### config.mk
export PLATFORM = sky130hd
export DESIGN_NAME = and_gate
export DESIGN_NICKNAME = d
export VERILOG_FILES = /design/src/rtl/and_gate.sv
export SDC_FILE = /design/constraint.sdc
export NUM_CORES = 1
export LEC_CHECK = 0
export BUFFER_PORTS_ARGS = -buffer_cell sky130_fd_sc_hd__buf_2
export CORE_MARGIN = 4
export CORE_UTILIZATION = 35
export DETAILED_ROUTE_END_ITERATION = 10
export GPL_TIMING_DRIVEN = 0
export PLACE_DENSITY = 0.68
export SYNTH_ARGS = -nofsm -noshare
export SYNTH_HDL_FRONTEND = slang
export SYNTH_SLANG_ARGS = --single-unit
### constraint.sdc
create_clock -name clk -period 3.4 [get_ports clk]
set_input_delay 0.85 -clock clk [delete_from_list [all_inputs] [get_ports clk]]
set_output_delay 0.85 -clock clk [all_outputs]
set_load 0.05 [all_outputs]
### src/rtl/and_gate.sv
// Bitwise AND with a zero-latency combinational result plus a clocked side:
// registered result, per-bit rising-edge pulse, all-high flag and saturating all-high cycle count.
module and_gate #(
  parameter int unsigned WIDTH = 1,
  parameter int unsigned CNT_W = 8
) (
  input  logic [WIDTH-1:0] a,
  input  logic [WIDTH-1:0] b,
  output logic [WIDTH-1:0] y,
  input  logic             clk,
  input  logic             rst,
  input  logic             en,
  output logic [WIDTH-1:0] y_q,
  output logic [WIDTH-1:0] y_rise,
  output logic             all_hi,
  output logic [CNT_W-1:0] hi_cnt
);

  localparam logic [CNT_W-1:0] CntMax = '1;

  logic [WIDTH-1:0] res_d, res_q;
  logic [WIDTH-1:0] rise_d, rise_q;
  logic             all_hi_d, all_hi_q;
  logic [CNT_W-1:0] cnt_d, cnt_q;

  // Structural path: must not depend on any clocked input so chained instances settle at once.
  assign y = a & b;

  // Next-state: hold when disabled, except the rise pulse which always drops.
  always_comb begin
    res_d    = res_q;
    rise_d   = '0;
    all_hi_d = all_hi_q;
    cnt_d    = cnt_q;
    if (en) begin
      res_d    = a & b;
      rise_d   = (a & b) & ~res_q;
      all_hi_d = &(a & b);
      if ((&(a & b)) && (cnt_q != CntMax)) begin
        cnt_d = cnt_q + CNT_W'(1);
      end
    end
  end

  always_ff @(posedge clk) begin
    if (rst) begin
      res_q    <= '0;
      rise_q   <= '0;
      all_hi_q <= 1'b0;
      cnt_q    <= '0;
    end else begin
      res_q    <= res_d;
      rise_q   <= rise_d;
      all_hi_q <= all_hi_d;
      cnt_q    <= cnt_d;
    end
  end

  assign y_q    = res_q;
  assign y_rise = rise_q;
  assign all_hi = all_hi_q;
  assign hi_cnt = cnt_q;

endmodule

==> results.json, run 1 <==
{
  "status": "finished clean",
  "hold_viol": 0,
  "synth_xor_area_share_pct": 0,
  "root_buffer": "clkbuf_4",
  "synth.net_count": 63,
  "syn_inst": 57,
  "netlist.top_cell.by_area": "dfxtp_1",
  "fin_crit_sh_pct": 64.7,
  "ant_nets": 0,
  "io_pins": 17,
  "die_h_um": 47.7,
  "path_class": "input pin to output port",
  "synth_top_family_by_area": "simple AND/OR/NAND/NOR gates",
  "grt_pass1_wl_mm": 2.03,
  "die_w_um": 47.7,
  "worstMarginPinSlew_ps": 467,
  "num_antenna_cells": 0,
  "hold_path_depth": 1,
  "rsz0062_at_grt": "false",
  "via_count": 534,
  "wire_per_inst_um": 13.9,
  "routed_via_density": 5.74,
  "synth-simple-area-share_pct": 29.8,
  "routabilityCongestion": 0.746,
  "cp_data_required_time_ps": 2550,
  "synth.area.mux_share_pct": 4.55,
  "postRouteWirelength_mm": 1.29,
  "start_kind": "input pin",
  "drc": 0,
  "synth.most_common_cell": "dfxtp_1",
  "ys.flop_type": "dfxtp_1",
  "dp_hpwl_um": 905,
  "final_nets": 84,
  "rrSetupSlack_ps": 1770,
  "avgSynthCellArea_sq_um": 9.66,
  "grt_max_degree": 11,
  "hp-class": "flop to flop",
  "cts_tree": "built",
  "clk_latency_ps": 270,
  "arrival_ps": 1350,
  "powerDensity_mw_per_mm2": 373,
  "drv_cap": 0,
  "portBuffers": 16,
  "yosys.cell_types.count": 31,
  "cts_buffer_depth": 2,
  "min_to": "y_rise$_SDFF_PP0_",
  "power.leakage_uw": 0.000279,
  "drive_gt1_share_pct": 39.0,
  "async_flop_share_pct": 0,
  "crit_chain": "buf_2 > and2_1 > buf_2",
  "die-area_sq_mm": 0.00227,
  "fin_tns_setup_ps": 0,
  "grt_use_total_pct": 13.1,
  "drt_iter0_drc": 11,
  "post_cts_buffers": 0,
  "clkSlewWorstSetupHoldPaths_ps": 70,
  "synthTopCellsByCount": "10 x dfxtp_1, 6 x a211oi_1, 3 x nand2b_1, 3 x nand3_1, 3 x nor4_1",
  "slew_headroom_pct": 68.9,
  "report.final.slew_viol_count": 0,
  "yosys.area.top_type_share_pct": 36.4,
  "regArea_sq_um": 200,
  "ctsHoldBuffers": 0,
  "ys_ff_latch": 10,
  "multi_input_area_sq_um": 330,
  "worstHoldStart": "y_q$_SDFFE_PP0P_",
  "syn_to_final_growth_pct": 24.8,
  "synth-adder-area-share_pct": 2.27,
  "path_common_cell": "buf_2",
  "finalPower_uw": 256,
  "core_sq_mm": 0.00149,
  "cts_resized": 0,
  "dr.pass1.iters": 4,
  "synth_area_sq_um": 551,
  "grt_pass1_vias": 465,
  "start_util_pct": 37.0,
  "r2r_start": "hi_cnt[0]$_SDFFE_PP0P_",
  "cp_slowest_cell": "buf_2",
  "cp-end-kind": "output port",
  "max_freq_mhz": 455,
  "cp_max_fo": 5,
  "synth_compound_gate_area_share_pct": 23.4,
  "numCtsBuffers": 3,
  "h-tree-depth": 1,
  "ir_drop_mv": 0.172,
  "slowest_delay_ps": 250,
  "ys_warn_count": 0,
  "worstRegToRegCells": 4,
  "cts_sinks": 10,
  "fin_skew_ps": 8.36,
  "period_minus_slack_ps": 2200,
  "nFillCells": 157,
  "antenna_found_initial": 0,
  "setup_viol": 0,
  "grt_overflow": 0,
  "ys_top_cells_by_area": "dfxtp_1 36%, a211oi_1 8.2%, a41oi_4 5.0%",
  "synth_edf_count": 0,
  "rows": 14,
  "r2r_end": "hi_cnt[6]$_SDFFE_PP0P_",
  "yosysSeqAreaShare_pct": 36.4
}
==> sequential cells by signal (all words and copies together), names as in the netlist <==
signal  flops
y_q         1
hi_cnt      8
y_rise      1
==> critical path, delay by kind of cell <==
family	cells	cell delay, ps
simple gates	1	120
buf+inv	2	370
==> how the worst max path moves through the flow <==
stage	slack (ps)	start	depth (start not counted)	endpoint
4_1_cts	1210	a	3	y
3_5_place_dp	1210	a	3	y
5_1_grt	1180	a	3	y
6_report	1200	a	3	y
3_3_place_gp	1220	a	3	y
2_1_floorplan	1290	a	1	y
==> placed cells by master, fill, tap and decap left out, drive strengths merged <==
cell type	netlist	routed
nand4	1	1
o31a	1	1
a211oi	6	6
and4	3	3
nor2b	1	1
a41oi	3	3
nand3	3	3
nor3	2	2
and2	1	1
nor2	2	2
clkbuf	1	5
dfxtp	10	10
mux2i	1	1
nor4	3	3
o21a	1	1
nand2b	3	3
and4b	1	1
a31oi	2	2
nand2	3	3
ha	1	1
inv	1	1
mux2	1	1
and3	2	2
a21oi	2	2
buf	2	18
==> cell type report <==
| type | instances | area share, % |
|---|---|---|
| repair buffers | 16 | 11.7 |
| inverters | 1 | 0.546 |
| plain buffers | 3 | 2.37 |
| well taps | 16 | 2.91 |
| multi-input cells | 43 | 48.1 |
| flip-flops and latches | 10 | 29.1 |
| clock buffers | 4 | 5.28 |
==> kinds of logic (layout without fill, tap and decap cells) <==
family	after synthesis	in the layout
AND/OR/NAND/NOR	25	25
AO/OA/AOI/OAI	15	15
flip-flops	10	10
buffers and inverters	4	24
multiplexers	2	2
adder cells (fa/ha/maj)	1	1
==> power breakdown <==
part | internal, uW | switching (uW)
clock network | 65.1 | 43.4
registers | 119 | 2.05
logic | 8.70 | 18.2
total | 192 | 63.6
==> metrics by stage <==
stage                     worst slack [ps]  hold WS [ps]  utilization [%]  std cells  area (sq um)
after floorplan                       1290           717                -         57           551
after global placement                1220           469             43.7         89           651
after detailed placement              1210           483             43.7         89           651
after CTS                             1210           493             46.1         93           687
after global routing                  1180           515             46.1         93           687
final                                 1200           482             46.1         93           687
==> routing by layer <==
metal	wire (um)	track usage, %	vias up
met5	0	0	-
met4	13	4.84	0
met3	119	6.77	3
met2	568	19.0	17
met1	589	16.6	244
li1	-	-	270
Power figures use the tool's default switching activity.
==> inputs of run 2 (changes only) <==
- ABC_AREA: unset -> 1
- clock period: 3.4 -> 2.1 ns (I/O delays scaled with it)
==> results.json, run 2 <==
{
  "die_w_um": 47.4,
  "synth.most_common_cell": "nand2_1",
  "h-tree-depth": 1,
  "period_minus_slack_ps": 1560,
  "avgSynthCellArea_sq_um": 6.79,
  "worstRegToRegCells": 8,
  "fin_crit_sh_pct": 74.2,
  "crit_chain": "buf_2",
  "wire_per_inst_um": 10.5,
  "postRouteWirelength_mm": 1.21,
  "synth_area_sq_um": 543,
  "path_class": "flop to output port",
  "drive_gt1_share_pct": 32.0,
  "die_h_um": 47.4,
  "cts_resized": 0,
  "ys_warn_count": 0,
  "numCtsBuffers": 3,
  "yosysSeqAreaShare_pct": 36.9,
  "core_sq_mm": 0.00138,
  "dp_cells": 111,
  "synthTopCellsByCount": "18 x nand2_1, 14 x nor2_1, 10 x dfxtp_1, 10 x inv_1, 4 x nand3_1",
  "grt_use_total_pct": 13.3,
  "clk_latency_ps": 270,
  "finalNonFillerCells": 115,
  "final_nets": 107,
  "critPathTopFamily": "flip-flops",
  "dp_hpwl_um": 898,
  "arrival_ps": 1030,
  "fin_skew_ps": 5.19,
  "crit_buf_inv": 1,
  "fin_tns_setup_ps": 0,
  "worstMarginPinSlew_ps": 249,
  "drt_iter0_drc": 12,
  "rows": 13,
  "start_kind": "flop",
  "netlist.top_cell.by_area": "dfxtp_1",
  "via_count": 541,
  "clkSlewWorstSetupHoldPaths_ps": 70,
  "final_common_cell": "nand2_1",
  "cp_max_fo": 6,
  "power.leakage_uw": 0.000349,
  "yosys.area.top_type_share_pct": 36.9,
  "cts_sinks": 10,
  "ant_nets": 0,
  "crit_path_end": "hi_cnt[2]",
  "ys_top_cells_by_area": "dfxtp_1 37%, nand2_1 12%, nor2_1 9.7%",
  "cp_slowest_cell": "dfxtp_1",
  "dr.pass1.iters": 4,
  "r2r_end": "hi_cnt[0]$_SDFFE_PP0P_",
  "regArea_sq_um": 200,
  "grt_pass1_wl_mm": 2.04,
  "dp_slack_ps": 628,
  "cts_tree": "built",
  "grt_pass1_vias": 488,
  "hold_path_depth": 1,
  "start_util_pct": 39.3,
  "cp_data_required_time_ps": 1570,
  "routed_via_density": 4.70,
  "worst_hold_slack_ps": 477,
  "num_antenna_cells": 0,
  "max_freq_mhz": 642,
  "post_cts_buffers": 0,
  "hp-class": "flop to flop",
  "slew_headroom_pct": 83.5,
  "r2r_start": "hi_cnt[0]$_SDFFE_PP0P_",
  "cp-startpoint": "hi_cnt[2]$_SDFFE_PP0P_",
  "status": "finished clean",
  "ys.flop_type": "dfxtp_1",
  "antenna_found_initial": 0,
  "cts_buffer_depth": 2,
  "multi_input_area_sq_um": 284,
  "powerDensity_mw_per_mm2": 612,
  "syn_inst": 80,
  "drc": 0,
  "cp-end-kind": "output port",
  "routabilityCongestion": 0.780,
  "synth_edf_count": 0,
  "ys_ff_latch": 10,
  "hold_viol": 0,
  "grt_overflow": 0,
  "rrSetupSlack_ps": 740,
  "most-common-layout-cells": "18 x nand2_1, 16 x buf_2, 14 x nor2_1",
  "worst_slack_ps": 542,
  "cp_num_cells": 1,
  "rsz0062_at_grt": "false",
  "syn_to_final_growth_pct": 24.9,
  "utilization_pct": 49.0,
  "largest_reg_flops": 8,
  "io_pins": 17,
  "report.final.slew_viol_count": 0,
  "slowest_delay_ps": 450,
  "grt_max_degree": 7,
  "die-area_sq_mm": 0.00225,
  "setup_viol": 0,
  "nFillCells": 149,
  "drv_cap": 0,
  "synth.net_count": 86,
  "ir_drop_mv": 0.345,
  "root_buffer": "clkbuf_4",
  "yosys.cell_types.count": 20,
  "async_flop_share_pct": 0,
  "ctsHoldBuffers": 0,
  "portBuffers": 16
}
## run 2: cell types whose count changed in the layout (fill, tap and decap cells not counted), sizes merged, moves of 3 or more
cell / change
and4: -3
nor2: +15
nand2b: -3
a41oi: -3
inv: +12
nand2: +19
a211oi: -6
nor4: -3
## run 2: logic make-up (layout without fill, tap and decap cells)
logic type | Yosys count | after routing | share of synthesized area, %
AO/OA/AOI/OAI | 5 | 5 | 4.61
adder cells (fa/ha/maj) | 1 | 1 | 2.30
buffers and inverters | 14 | 34 | 10.8
flip-flops | 10 | 10 | 36.9
AND/OR/NAND/NOR | 48 | 48 | 42.2
XOR/XNOR | 2 | 2 | 3.23
## run 2: per-stage QoR
| stage | total power [uW] | area, sq um |
|---|---|---|
| floorplan | 232 | 543 |
| global placement | 244 | 642 |
| detailed placement | 245 | 642 |
| CTS | 421 | 678 |
| global route | 431 | 678 |
| finish | 415 | 678 |
## run 2: power breakdown
| group | total (uW) | internal [uW] | switching, uW |
|---|---|---|---|
| logic | 44.1 | 11.9 | 32.1 |
| registers | 196 | 193 | 3.36 |
| clock network | 175 | 105 | 69.2 |
| total | 415 | 310 | 105 |
## run 2: metal layers
metal	track usage, %	vias up	wire (um)	share of wire, %
li1	-	284	-	-
met1	15.5	239	515	43
met2	20.9	14	588	49
met3	5.75	4	76	6.3
met4	6.63	0	27	2.2
met5	0	-	0	0
## run 2: area by class of cell
cell class                      instances  share of cell area [%]
Sequential cell                        10                    29.5
Buffer                                  1                    1.11
Clock buffer                            4                    5.35
Timing Repair Buffer                   16                    11.8
Tap cell                               15                    2.77
Multi-Input combinational cell         56                    41.9
Inverter                               13                    7.56
## run 2: worst min path at each step
stage | from | to | slack (ps)
after floorplan | rst | hi_cnt[2]$_SDFFE_PP0P_ | 590
after global placement | y_q$_SDFFE_PP0P_ | y_rise$_SDFF_PP0_ | 470
after detailed placement | y_q$_SDFFE_PP0P_ | y_rise$_SDFF_PP0_ | 470
after CTS | rst | y_q$_SDFFE_PP0P_ | 480
after global routing | rst | y_q$_SDFFE_PP0P_ | 490
final | y_q$_SDFFE_PP0P_ | y_rise$_SDFF_PP0_ | 480
